==> src/rtl/seq_detect_if.sv <==
// seq_detect_if: control, data and status bundle for the seq_detect pattern detector
interface seq_detect_if #(
   parameter int CNT_W = 8
);
   logic             enable;
   logic             clear;
   logic             data_in;
   logic             match;
   logic [CNT_W-1:0] match_count;
   logic             overflow;
   logic [1:0]       state;

   modport master (
      output enable, clear, data_in,
      input  match, match_count, overflow, state
   );

   modport slave (
      input  enable, clear, data_in,
      output match, match_count, overflow, state
   );
endinterface

==> src/rtl/seq_detect.sv <==
// seq_detect: falling-edge serial pattern detector with match pulse and saturating match counter
module seq_detect #(
   parameter int                   PATTERN_W = 4,
   parameter logic [PATTERN_W-1:0] PATTERN   = 4'b1011,
   parameter bit                   OVERLAP   = 1'b1,
   parameter int                   CNT_W     = 8
) (
   input logic         clock,
   input logic         reset,
   seq_detect_if.slave bus
);
   typedef enum logic [1:0] {IDLE = 2'b00, FILL = 2'b01, RUN = 2'b10} state_t;

   localparam int             FW   = $clog2(PATTERN_W + 1);
   localparam logic [FW-1:0]  FULL = FW'(PATTERN_W);

   logic [PATTERN_W-1:0] hist_q, hist_d, next_hist;
   logic [FW-1:0]        fill_q, fill_d, next_fill;
   logic [CNT_W-1:0]     cnt_q, cnt_d;
   logic                 match_q, match_d;
   logic                 ovf_q, ovf_d;
   state_t               state_q, state_d;
   logic                 hit;

   // Candidate window and fill level if this edge samples data_in
   always_comb begin
      next_hist = {hist_q[PATTERN_W-2:0], bus.data_in};
      next_fill = (fill_q == FULL) ? FULL : fill_q + 1'b1;
      hit       = bus.enable && !bus.clear && (next_fill == FULL) && (next_hist == PATTERN);
   end

   // Next-state: clear beats enable; a dropped enable freezes the window but idles the FSM
   always_comb begin
      hist_d  = hist_q;
      fill_d  = fill_q;
      cnt_d   = cnt_q;
      ovf_d   = ovf_q;
      match_d = 1'b0;
      state_d = state_q;
      if (bus.clear) begin
         hist_d  = '0;
         fill_d  = '0;
         cnt_d   = '0;
         ovf_d   = 1'b0;
         state_d = IDLE;
      end else if (!bus.enable) begin
         state_d = IDLE;
      end else begin
         match_d = hit;
         hist_d  = (hit && !OVERLAP) ? '0 : next_hist;
         fill_d  = (hit && !OVERLAP) ? '0 : next_fill;
         cnt_d   = (hit && !(&cnt_q)) ? cnt_q + 1'b1 : cnt_q;
         ovf_d   = ovf_q | (hit && (&cnt_q));
         // Leaving IDLE lands in RUN only when the retained window was already full
         state_d = (state_q == IDLE && fill_q != FULL) ? FILL : ((fill_d == FULL) ? RUN : FILL);
      end
   end

   // State register, on the falling edge to line up with the upstream flop
   always_ff @(negedge clock or negedge reset) begin
      if (!reset) begin
         hist_q  <= '0;
         fill_q  <= '0;
         cnt_q   <= '0;
         ovf_q   <= 1'b0;
         match_q <= 1'b0;
         state_q <= IDLE;
      end else begin
         hist_q  <= hist_d;
         fill_q  <= fill_d;
         cnt_q   <= cnt_d;
         ovf_q   <= ovf_d;
         match_q <= match_d;
         state_q <= state_d;
      end
   end

   assign bus.match       = match_q;
   assign bus.match_count = cnt_q;
   assign bus.overflow    = ovf_q;
   assign bus.state       = state_q;
endmodule
==> src/flat_wrapper.sv <==
// flat-port wrapper written by rule: the top's interface ports become plain ports
module seq_detect_flat 
#(
   parameter int                   PATTERN_W = 4,
   parameter logic [PATTERN_W-1:0] PATTERN   = 4'b1011,
   parameter bit                   OVERLAP   = 1'b1,
   parameter int                   CNT_W     = 8
)
  (clock, reset, bus_enable, bus_clear, bus_data_in, bus_match, bus_match_count, bus_overflow, bus_state);
  seq_detect_if #(.CNT_W(CNT_W)) bus_i ();
  input logic clock;
  input logic reset;
  input wire logic [$bits(bus_i.enable)-1:0] bus_enable;
  input wire logic [$bits(bus_i.clear)-1:0] bus_clear;
  input wire logic [$bits(bus_i.data_in)-1:0] bus_data_in;
  output wire logic [$bits(bus_i.match)-1:0] bus_match;
  output wire logic [$bits(bus_i.match_count)-1:0] bus_match_count;
  output wire logic [$bits(bus_i.overflow)-1:0] bus_overflow;
  output wire logic [$bits(bus_i.state)-1:0] bus_state;
  assign bus_i.enable = bus_enable;
  assign bus_i.clear = bus_clear;
  assign bus_i.data_in = bus_data_in;
  assign bus_match = bus_i.match;
  assign bus_match_count = bus_i.match_count;
  assign bus_overflow = bus_i.overflow;
  assign bus_state = bus_i.state;
  seq_detect #(.PATTERN_W(PATTERN_W), .PATTERN(PATTERN), .OVERLAP(OVERLAP), .CNT_W(CNT_W)) u_core (.clock(clock), .reset(reset), .bus(bus_i));
endmodule
==> config.mk <==
export PLATFORM = sky130hd
export DESIGN_NAME = seq_detect_flat
export DESIGN_NICKNAME = d
export VERILOG_FILES = /design/src/rtl/seq_detect_if.sv /design/src/rtl/seq_detect.sv /design/src/flat_wrapper.sv
export SDC_FILE = /design/constraint.sdc
export NUM_CORES = 1
export LEC_CHECK = 0
export ABC_AREA = 0
export CAP_MARGIN = 20
export CORE_ASPECT_RATIO = 1.2
export CORE_MARGIN = 2
export CORE_UTILIZATION = 47
export DETAILED_ROUTE_END_ITERATION = 8
export GPL_ROUTABILITY_DRIVEN = 1
export HOLD_SLACK_MARGIN = 0.15
export PLACE_DENSITY = 0.76
export SETUP_SLACK_MARGIN = 0.3
export SLEW_MARGIN = 20
export SYNTH_ARGS = -nofsm -noshare
export SYNTH_HDL_FRONTEND = slang
export SYNTH_SLANG_ARGS = --single-unit
export TNS_END_PERCENT = 5
==> constraint.sdc <==
create_clock -name clock -period 4.04 [get_ports clock]
set_input_delay 0.808 -clock clock [delete_from_list [all_inputs] [get_ports clock]]
set_output_delay 0.808 -clock clock [all_outputs]
set_load 0.005 [all_outputs]
# Word-level counts from Yosys, hierarchy flattened
# Index checks and enable logic that the tools add are counted.
totals:
  register_bits: 18
  latchBits: 0
  ram_bits: 0
  mem_bits_ro: 0
  in_bits: 5
  output_inout_bits: 12
  word_cells: 42
  memories: 0
classes:
  n_addsub: 2
  mul: 0
  n_div: 0
  magnitude_cmp: 0
  eq_ne: 4
  shift: 0
  muxes: 16
  n_bitwise: 1
  n_reduce_logical: 13
ops:
  columns: ["cell", "n"]
  rows:
  - ["$mux W8", 3]
  - ["$mux W3", 5]
  - ["$add A8 B1 Y8 const B", 1]
  - ["$mux W2", 4]
  - ["$reduce_and A8 Y1", 1]
  - ["$eq A3 B3 Y1 const B", 2]
  - ["$logic_and A1 B1 Y1", 6]
  - ["$eq A4 B4 Y1 const B", 1]
  - ["$mux W1", 4]
  - ["$reduce_bool A2 Y1", 2]
  - ["$add A3 B1 Y3 const B", 1]
  - ["$ne A3 B3 Y1 const B", 1]
  - ["$logic_not A1 Y1", 2]
  - ["$logic_not A2 Y1", 1]
  - ["$reduce_and A2 Y1", 1]
  - ["$or A1 B1 Y1", 1]

# Longest topological paths before layout
# Gate-level depths: netlist (run 1).
depth:
  depth_word: 9
  mapped_depth: 8
  depth_no_buf: 7

==> results of run 1 <==
## cells in the mapped netlist
cell                       instances
sky130_fd_sc_hd__o41ai_1           1
sky130_fd_sc_hd__a22o_1            1
sky130_fd_sc_hd__and4b_1           1
sky130_fd_sc_hd__or3_4             1
sky130_fd_sc_hd__o211ai_1          1
sky130_fd_sc_hd__buf_6             1
sky130_fd_sc_hd__nor2_1            6
sky130_fd_sc_hd__nand2_1           9
sky130_fd_sc_hd__nor4b_2           1
sky130_fd_sc_hd__o31ai_1           3
sky130_fd_sc_hd__or2_2             1
sky130_fd_sc_hd__xor2_1            1
sky130_fd_sc_hd__a21oi_1           6
sky130_fd_sc_hd__and3_1            1
sky130_fd_sc_hd__or4_1             3
sky130_fd_sc_hd__inv_1             5
sky130_fd_sc_hd__mux2i_1           6
sky130_fd_sc_hd__or3_1             1
sky130_fd_sc_hd__mux2_2            1
sky130_fd_sc_hd__clkbuf_1          2
sky130_fd_sc_hd__o311ai_0          1
sky130_fd_sc_hd__nor3_1            2
sky130_fd_sc_hd__nand4_1           2
sky130_fd_sc_hd__nand3_1           4
sky130_fd_sc_hd__dfrtn_1          18
sky130_fd_sc_hd__o21ai_0           1
sky130_fd_sc_hd__ha_1              3
sky130_fd_sc_hd__a21boi_0          1
sky130_fd_sc_hd__nor3b_1           1
## power by group
part	switching (mW)	leakage, nW	internal [mW]	total [mW]
Sequential	0.00279	0.248	0.184	0.187
Clock	0.0565	0.0210	0.0550	0.111
Combinational	0.0155	0.329	0.0120	0.0275
## cell type report
type,count,area [um^2]
Tap cell,19,23.77
Clock buffer,4,36.28
Sequential cell,18,450.4
Multi-Input combinational cell,60,451.7
Timing Repair Buffer,29,200.2
Fill cell,148,626.9
Inverter,5,18.77
## metal layers
| layer | part of all wire, % | GRT usage, % | up-vias | wire, um |
|---|---|---|---|---|
| met3 | 4.1 | 3.125 | 5 | 84 |
| met4 | 0.92 | 4.040 | 0 | 19 |
| met2 | 50 | 35.05 | 22 | 1032 |
| met5 | 0 | 0 | - | 0 |
| met1 | 45 | 27.83 | 386 | 931 |
| li1 | - | - | 374 | - |
## worst max path at each step
stage               startpoint                   endpoint  slack, ns  cells after the start
global route         bus_clear  u_core.bus.match_count[7]      -0.04                      6
finish               bus_clear  u_core.bus.match_count[7]       0.01                      6
CTS                  bus_clear  u_core.bus.match_count[7]      -0.05                      6
global placement     bus_clear  u_core.bus.match_count[7]      -0.64                      6
floorplan            bus_clear  u_core.bus.match_count[6]      -0.13                      6
detailed placement   bus_clear  u_core.bus.match_count[7]      -0.69                      6
## registers in the layout, indices dropped and copies added, names as in the netlist
register and count:
u_core.bus.match_count 8, u_core.fill_q 3, u_core.hist_q 3, u_core.bus.state 2, u_core.bus.match 1, u_core.bus.overflow 1
## metrics by stage
stage	cell area, um^2	setup WS [ns]	power (mW)
5_1_grt	1181	-0.04341	0.3401
2_1_floorplan	897.1	-0.1266	0.2045
4_1_cts	1169	-0.04724	0.3274
3_3_place_gp	1115	-0.6407	0.2183
3_5_place_dp	1115	-0.6873	0.2189
6_report	1181	0.01378	0.3263
## critical path: cells and delay by family
family          cells  cell delay, ns
simple gates        4            1.30
compound gates      1            0.13
buf+inv             1            0.10
## repair_timing
action | CTS | global route
setup endpoints to repair | 22 | 10
pin swaps | 7 | 4
gates cloned | 1 | 0
setup buffers | 6 | 0
gates resized for setup | 55 | 7
## kinds of logic after synthesis
family,count (synthesis),share of synthesized area (%)
AO/OA/AOI/OAI,15,11.13
adder cells (fa/ha/maj),3,4.226
buffers and inverters,8,4.226
multiplexers,7,8.028
AND/OR/NAND/NOR,33,20.70
flip-flops,18,50.70
XOR/XNOR,1,0.9861
==> impl_metrics.xml, run 1 <==
<?xml version="1.0" encoding="UTF-8"?>
<metrics>
  <group name="worst_setup_path">
    <metric name="critical_path_peak_fanout" unit="">6</metric>
    <metric name="reg2reg_slack" unit="ns">1.66</metric>
    <metric name="critical_path_class" unit="">primary input to flop</metric>
    <metric name="endpoint_kind" unit="">flop</metric>
    <metric name="arrival" unit="ns">2.33</metric>
    <metric name="reg2regPathDepth" unit="">7</metric>
    <metric name="critPathMaxStageDelay" unit="ns">0.53</metric>
    <metric name="timing.rr.end" unit="">u_core.bus.match_count[7]</metric>
    <metric name="reg2reg_from" unit="">u_core.fill_q[0]</metric>
    <metric name="crit_slowest_cell" unit="">sky130_fd_sc_hd__or4_4</metric>
    <metric name="crit_required" unit="ns">2.35</metric>
    <metric name="critical_path.cell_chain" unit="">buf_6 -&gt; nor4b_4 -&gt; nand4_1 -&gt; or3_4 -&gt; or4_4 -&gt; a21oi_2</metric>
    <metric name="worstSetupStartpointType" unit="">primary input</metric>
  </group>
  <group name="clock_network">
    <metric name="clk_latency" unit="ns">0.29</metric>
    <metric name="clock-root-buffer" unit="">sky130_fd_sc_hd__clkbuf_4</metric>
    <metric name="cts.sink_count" unit="">18</metric>
    <metric name="tritoncts.num_buffers" unit="">3</metric>
    <metric name="htreeDepth" unit="">1</metric>
    <metric name="clock_tree_from_tritoncts" unit="">built</metric>
    <metric name="cts_hold_buffers" unit="">0</metric>
    <metric name="clkSlewWorstSetupHoldPaths" unit="ns">0.07</metric>
    <metric name="clockBufferDepth" unit="">2</metric>
  </group>
  <group name="timing">
    <metric name="setup_viol" unit="">0</metric>
    <metric name="grt_setup_unrepaired" unit="">yes</metric>
    <metric name="hold_viol_final" unit="">0</metric>
    <metric name="setup_total_negative_slack" unit="ns">0</metric>
    <metric name="drv_slew" unit="">0</metric>
    <metric name="finalClockSkew" unit="ns">0.002252</metric>
    <metric name="worst_slew_margin_rel" unit="%">51.00</metric>
    <metric name="worst_hold_slack_across_all_endpoints" unit="ns">0.4497</metric>
    <metric name="worst_margin_slew" unit="ns">0.7285</metric>
  </group>
  <group name="routing">
    <metric name="wire_per_inst" unit="um">15.31</metric>
    <metric name="starting_drt_drc_count" unit="">17</metric>
    <metric name="route.detailed.drc" unit="">0</metric>
    <metric name="firstDrtPassIters" unit="">4</metric>
    <metric name="post_route_ant_nets" unit="">0</metric>
    <metric name="route.vias.total" unit="">787</metric>
    <metric name="routed_wirelength" unit="mm">2.067</metric>
    <metric name="post_drt_via_cell_ratio" unit="">5.830</metric>
  </group>
  <group name="placed_design">
    <metric name="post_place_cells" unit="">124</metric>
    <metric name="port_buffers" unit="">16</metric>
    <metric name="hpwlAfterDp" unit="mm">1.324</metric>
    <metric name="place.gp.congestion" unit="">0.7461</metric>
  </group>
  <group name="die">
    <metric name="ioPinCount" unit="">17</metric>
    <metric name="core-area" unit="mm^2">0.001808</metric>
    <metric name="initial_utilization" unit="%">49.13</metric>
    <metric name="fp.dieH" unit="um">51.63</metric>
    <metric name="number_of_core_rows" unit="">17</metric>
    <metric name="floorplan.die_area" unit="mm^2">0.002255</metric>
    <metric name="floorplan.die.width" unit="um">43.69</metric>
  </group>
  <group name="synthesis">
    <metric name="syn_inst" unit="">85</metric>
    <metric name="synthesis.area" unit="um^2">888.4</metric>
    <metric name="post-synth-top-area-fraction" unit="%">50.70</metric>
    <metric name="synth_cell_types" unit="">29</metric>
    <metric name="synth_warnings" unit="">0</metric>
    <metric name="seq_area_frac_synth" unit="%">50.70</metric>
    <metric name="synth.net_count" unit="">93</metric>
    <metric name="synth.ff_latch_count" unit="">18</metric>
    <metric name="ys_top_cells_by_area" unit="">sky130_fd_sc_hd__dfrtn_1, sky130_fd_sc_hd__mux2i_1, sky130_fd_sc_hd__ha_1, sky130_fd_sc_hd__nand2_1, sky130_fd_sc_hd__a21oi_1</metric>
    <metric name="synth_largest_area_cell" unit="">sky130_fd_sc_hd__dfrtn_1</metric>
    <metric name="synth_area_per_cell" unit="um^2">10.45</metric>
  </group>
  <group name="final_layout">
    <metric name="final_stage_net_count" unit="">125</metric>
    <metric name="finalNonFillerCells" unit="">135</metric>
    <metric name="final_util" unit="%">65.33</metric>
    <metric name="syn_to_final_growth" unit="%">32.96</metric>
    <metric name="diodes" unit="">0</metric>
    <metric name="mostFrequentLayoutCell" unit="">sky130_fd_sc_hd__dfrtn_1</metric>
    <metric name="final_cell_mix" unit="">sky130_fd_sc_hd__dfrtn_1, sky130_fd_sc_hd__buf_4, sky130_fd_sc_hd__buf_2, sky130_fd_sc_hd__nand2_1</metric>
    <metric name="fraction_of_final_layout_cells_with_drive_strength_greater_than_1" unit="%">35.34</metric>
  </group>
  <group name="grt">
    <metric name="grt_antenna_before_repair" unit="">0</metric>
    <metric name="grt_pass1_vias" unit="">783</metric>
    <metric name="grt_max_degree" unit="">19</metric>
    <metric name="grt_pass1_wl" unit="mm">3.539</metric>
    <metric name="grt_util_all_layers" unit="%">20.64</metric>
    <metric name="grt_overflow" unit="">0</metric>
  </group>
  <group name="run">
    <metric name="maxCapViolations" unit="">0</metric>
  </group>
  <group name="min_path">
    <metric name="worstHoldStart" unit="">u_core.bus.overflow</metric>
    <metric name="timing.hold.worst_path_depth" unit="">1</metric>
    <metric name="hold_path_end" unit="">u_core.bus.overflow</metric>
    <metric name="hold_crit_path_type" unit="">flop to flop</metric>
  </group>
  <group name="power">
    <metric name="ir_worst_vdd" unit="mV">0.1979</metric>
    <metric name="total_leakage_power" unit="nW">0.5975</metric>
    <metric name="powerDensity" unit="mW/mm^2">276.2</metric>
  </group>
  <group name="status">
    <metric name="status" unit="">completed</metric>
  </group>
</metrics>
(Power assumes the default switching activity.)
==> run 2: changes to the inputs <==
--- a/config.mk
+++ b/config.mk
@@ -5,7 +5,6 @@
 export SDC_FILE = /design/constraint.sdc
 export NUM_CORES = 1
 export LEC_CHECK = 0
-export ABC_AREA = 0
 export CAP_MARGIN = 20
 export CORE_ASPECT_RATIO = 1.2
 export CORE_MARGIN = 2
==> constraint.sdc (replaced) <==
create_clock -name clock -period 3.9 [get_ports clock]
set_input_delay 0.78 -clock clock [delete_from_list [all_inputs] [get_ports clock]]
set_output_delay 0.78 -clock clock [all_outputs]
set_load 0.005 [all_outputs]
==> run 2 against run 1 <==
Effect of this change:
- the flow now finishes with violations (setup timing)
- combinational power grew 5%
- design area grew 0.11%
- critical path depth is the same
- utilization grew 0.069 points
- cell count is the same
- sequential power grew 4%
- sequential share of layout area is essentially flat
- via count grew 0.13%
- critical path type unchanged
- largest cell class unchanged
- largest power group unchanged
==> impl_metrics.xml, run 2 (synthesis results as in run 1) <==
<?xml version="1.0" encoding="UTF-8"?>
<metrics>
  <group name="status">
    <metric name="status" unit="">complete, but fails checks</metric>
    <metric name="violations" unit="">setup timing</metric>
  </group>
  <group name="worst_setup_path">
    <metric name="arrival" unit="ns">2.34</metric>
    <metric name="timing.rr.end" unit="">u_core.bus.match_count[7]</metric>
    <metric name="reg2regPathDepth" unit="">7</metric>
    <metric name="reg2reg_from" unit="">u_core.fill_q[0]</metric>
    <metric name="worstSetupStartpointType" unit="">primary input</metric>
    <metric name="reg2reg_slack" unit="ns">1.47</metric>
    <metric name="critPathLaunch" unit="">bus_clear</metric>
    <metric name="crit_required" unit="ns">2.28</metric>
    <metric name="critical_path_class" unit="">primary input to flop</metric>
    <metric name="endpoint" unit="">u_core.bus.match_count[7]</metric>
    <metric name="endpoint_kind" unit="">flop</metric>
    <metric name="critical_path_peak_fanout" unit="">6</metric>
  </group>
  <group name="power">
    <metric name="total_leakage_power" unit="nW">0.5971</metric>
    <metric name="ir_worst_vdd" unit="mV">0.2112</metric>
    <metric name="powerDensity" unit="mW/mm^2">288.6</metric>
  </group>
  <group name="grt">
    <metric name="grt_pass1_wl" unit="mm">3.525</metric>
    <metric name="grt_util_all_layers" unit="%">21.08</metric>
    <metric name="grt_overflow" unit="">0</metric>
    <metric name="grt_antenna_before_repair" unit="">0</metric>
    <metric name="grt_pass1_vias" unit="">778</metric>
    <metric name="grt_max_degree" unit="">19</metric>
  </group>
  <group name="run">
    <metric name="maxCapViolations" unit="">0</metric>
  </group>
  <group name="timing">
    <metric name="postLayoutSetupSlackWorst" unit="ns">-0.06018</metric>
    <metric name="grt_setup_unrepaired" unit="">yes</metric>
    <metric name="worst_hold_slack_across_all_endpoints" unit="ns">0.4491</metric>
    <metric name="setup_viol" unit="">1</metric>
    <metric name="drv_slew" unit="">0</metric>
    <metric name="finalClockSkew" unit="ns">0.001090</metric>
    <metric name="worst_margin_slew" unit="ns">0.7578</metric>
    <metric name="worst_slew_margin_rel" unit="%">49.03</metric>
    <metric name="hold_viol_final" unit="">0</metric>
  </group>
  <group name="clock_network">
    <metric name="clkSlewWorstSetupHoldPaths" unit="ns">0.07</metric>
    <metric name="clock_tree_from_tritoncts" unit="">built</metric>
    <metric name="clockBufferDepth" unit="">2</metric>
    <metric name="clk_latency" unit="ns">0.30</metric>
    <metric name="clock-root-buffer" unit="">sky130_fd_sc_hd__clkbuf_4</metric>
    <metric name="cts.sink_count" unit="">18</metric>
    <metric name="htreeDepth" unit="">1</metric>
    <metric name="cts_hold_buffers" unit="">0</metric>
    <metric name="tritoncts.num_buffers" unit="">3</metric>
  </group>
  <group name="placed_design">
    <metric name="hpwlAfterDp" unit="mm">1.346</metric>
    <metric name="port_buffers" unit="">16</metric>
    <metric name="place.gp.congestion" unit="">0.7457</metric>
    <metric name="cell_area_placed" unit="mm^2">0.001115</metric>
  </group>
  <group name="min_path">
    <metric name="worstHoldStart" unit="">u_core.bus.overflow</metric>
    <metric name="hold_crit_path_type" unit="">flop to flop</metric>
  </group>
  <group name="routing">
    <metric name="routed_wirelength" unit="mm">2.116</metric>
    <metric name="post_route_ant_nets" unit="">0</metric>
    <metric name="wire_per_inst" unit="um">15.67</metric>
    <metric name="route.vias.total" unit="">788</metric>
    <metric name="route.detailed.drc" unit="">0</metric>
    <metric name="post_drt_via_cell_ratio" unit="">5.837</metric>
    <metric name="starting_drt_drc_count" unit="">20</metric>
    <metric name="firstDrtPassIters" unit="">4</metric>
  </group>
  <group name="final_layout">
    <metric name="mostFrequentLayoutCell" unit="">sky130_fd_sc_hd__dfrtn_1</metric>
    <metric name="final_util" unit="%">65.40</metric>
    <metric name="diodes" unit="">0</metric>
    <metric name="final_area" unit="mm^2">0.001182</metric>
    <metric name="final_cell_mix" unit="">sky130_fd_sc_hd__dfrtn_1, sky130_fd_sc_hd__buf_2, sky130_fd_sc_hd__buf_4, sky130_fd_sc_hd__nand2_1</metric>
    <metric name="fraction_of_final_layout_cells_with_drive_strength_greater_than_1" unit="%">36.21</metric>
    <metric name="largest_reg_flops" unit="">8</metric>
    <metric name="syn_to_final_growth" unit="%">33.10</metric>
    <metric name="final_stage_net_count" unit="">125</metric>
  </group>
  <group name="die">
    <metric name="floorplan.die.width" unit="um">43.69</metric>
    <metric name="ioPinCount" unit="">17</metric>
    <metric name="fp.dieH" unit="um">51.63</metric>
    <metric name="number_of_core_rows" unit="">17</metric>
    <metric name="floorplan.die_area" unit="mm^2">0.002255</metric>
    <metric name="initial_utilization" unit="%">49.13</metric>
    <metric name="core-area" unit="mm^2">0.001808</metric>
  </group>
</metrics>
[run 2: worst min-delay path by stage]
stage,end,slack (ns),depth (start not counted)
CTS,u_core.bus.overflow,0.46,1
global placement,u_core.bus.match_count[0],0.45,1
finish,u_core.bus.overflow,0.45,1
floorplan,u_core.bus.match_count[0],0.43,1
detailed placement,u_core.bus.match_count[0],0.46,1
global route,u_core.bus.overflow,0.50,1
[run 2: cell type report]
type / instances / area, um^2
multi-input cells: 60 / 452.9
inverters: 5 / 18.77
fillers: 153 / 625.6
repair buffers: 29 / 200.2
flip-flops and latches: 18 / 450.4
clock buffers: 4 / 36.28
well taps: 19 / 23.77
[run 2: timing repair]
| action | 4_1_cts | 5_1_grt |
|---|---|---|
| gates cloned | 1 | 0 |
| setup endpoints to repair | 22 | 13 |
| pin swaps | 7 | 6 |
| gates resized for setup | 59 | 6 |
| setup buffers | 6 | 0 |
[run 2: power breakdown]
part	total (mW)	leakage, nW	internal (mW)	switching, mW
Clock	0.118	0.0210	0.0570	0.0612
Sequential	0.194	0.248	0.191	0.00293
Combinational	0.0290	0.328	0.0126	0.0164
[run 2: stage by stage]
| stage | setup TNS (ns) | std cells | power [mW] | worst slack (ns) |
|---|---|---|---|---|
| finish | -0.06018 | 135 | 0.3412 | -0.06018 |
| global route | -0.1921 | 135 | 0.3549 | -0.1204 |
| CTS | -0.05809 | 135 | 0.3422 | -0.05809 |
| detailed placement | -5.174 | 124 | 0.2271 | -0.7074 |
| global placement | -5.145 | 124 | 0.2262 | -0.6826 |
| floorplan | -0.6833 | 85 | 0.2118 | -0.1686 |
[run 2: critical path, stage by stage]
cell and delay [ns]:
sky130_fd_sc_hd__buf_6 0.10, sky130_fd_sc_hd__nor4b_4 0.19, sky130_fd_sc_hd__nand4_1 0.18, sky130_fd_sc_hd__or3_4 0.40
sky130_fd_sc_hd__or4_4 0.53, sky130_fd_sc_hd__a21oi_2 0.15
[run 2: metal layers]
layer / wire (um) / vias up / share of wire (%) / track usage (%)
met3: 80 / 2 / 3.8 / 4.167
li1: - / 374 / - / -
met2: 1062 / 17 / 50 / 34.56
met1: 953 / 395 / 45 / 28.28
met4: 20 / 0 / 0.95 / 5.556
met5: 0 / - / 0 / 0
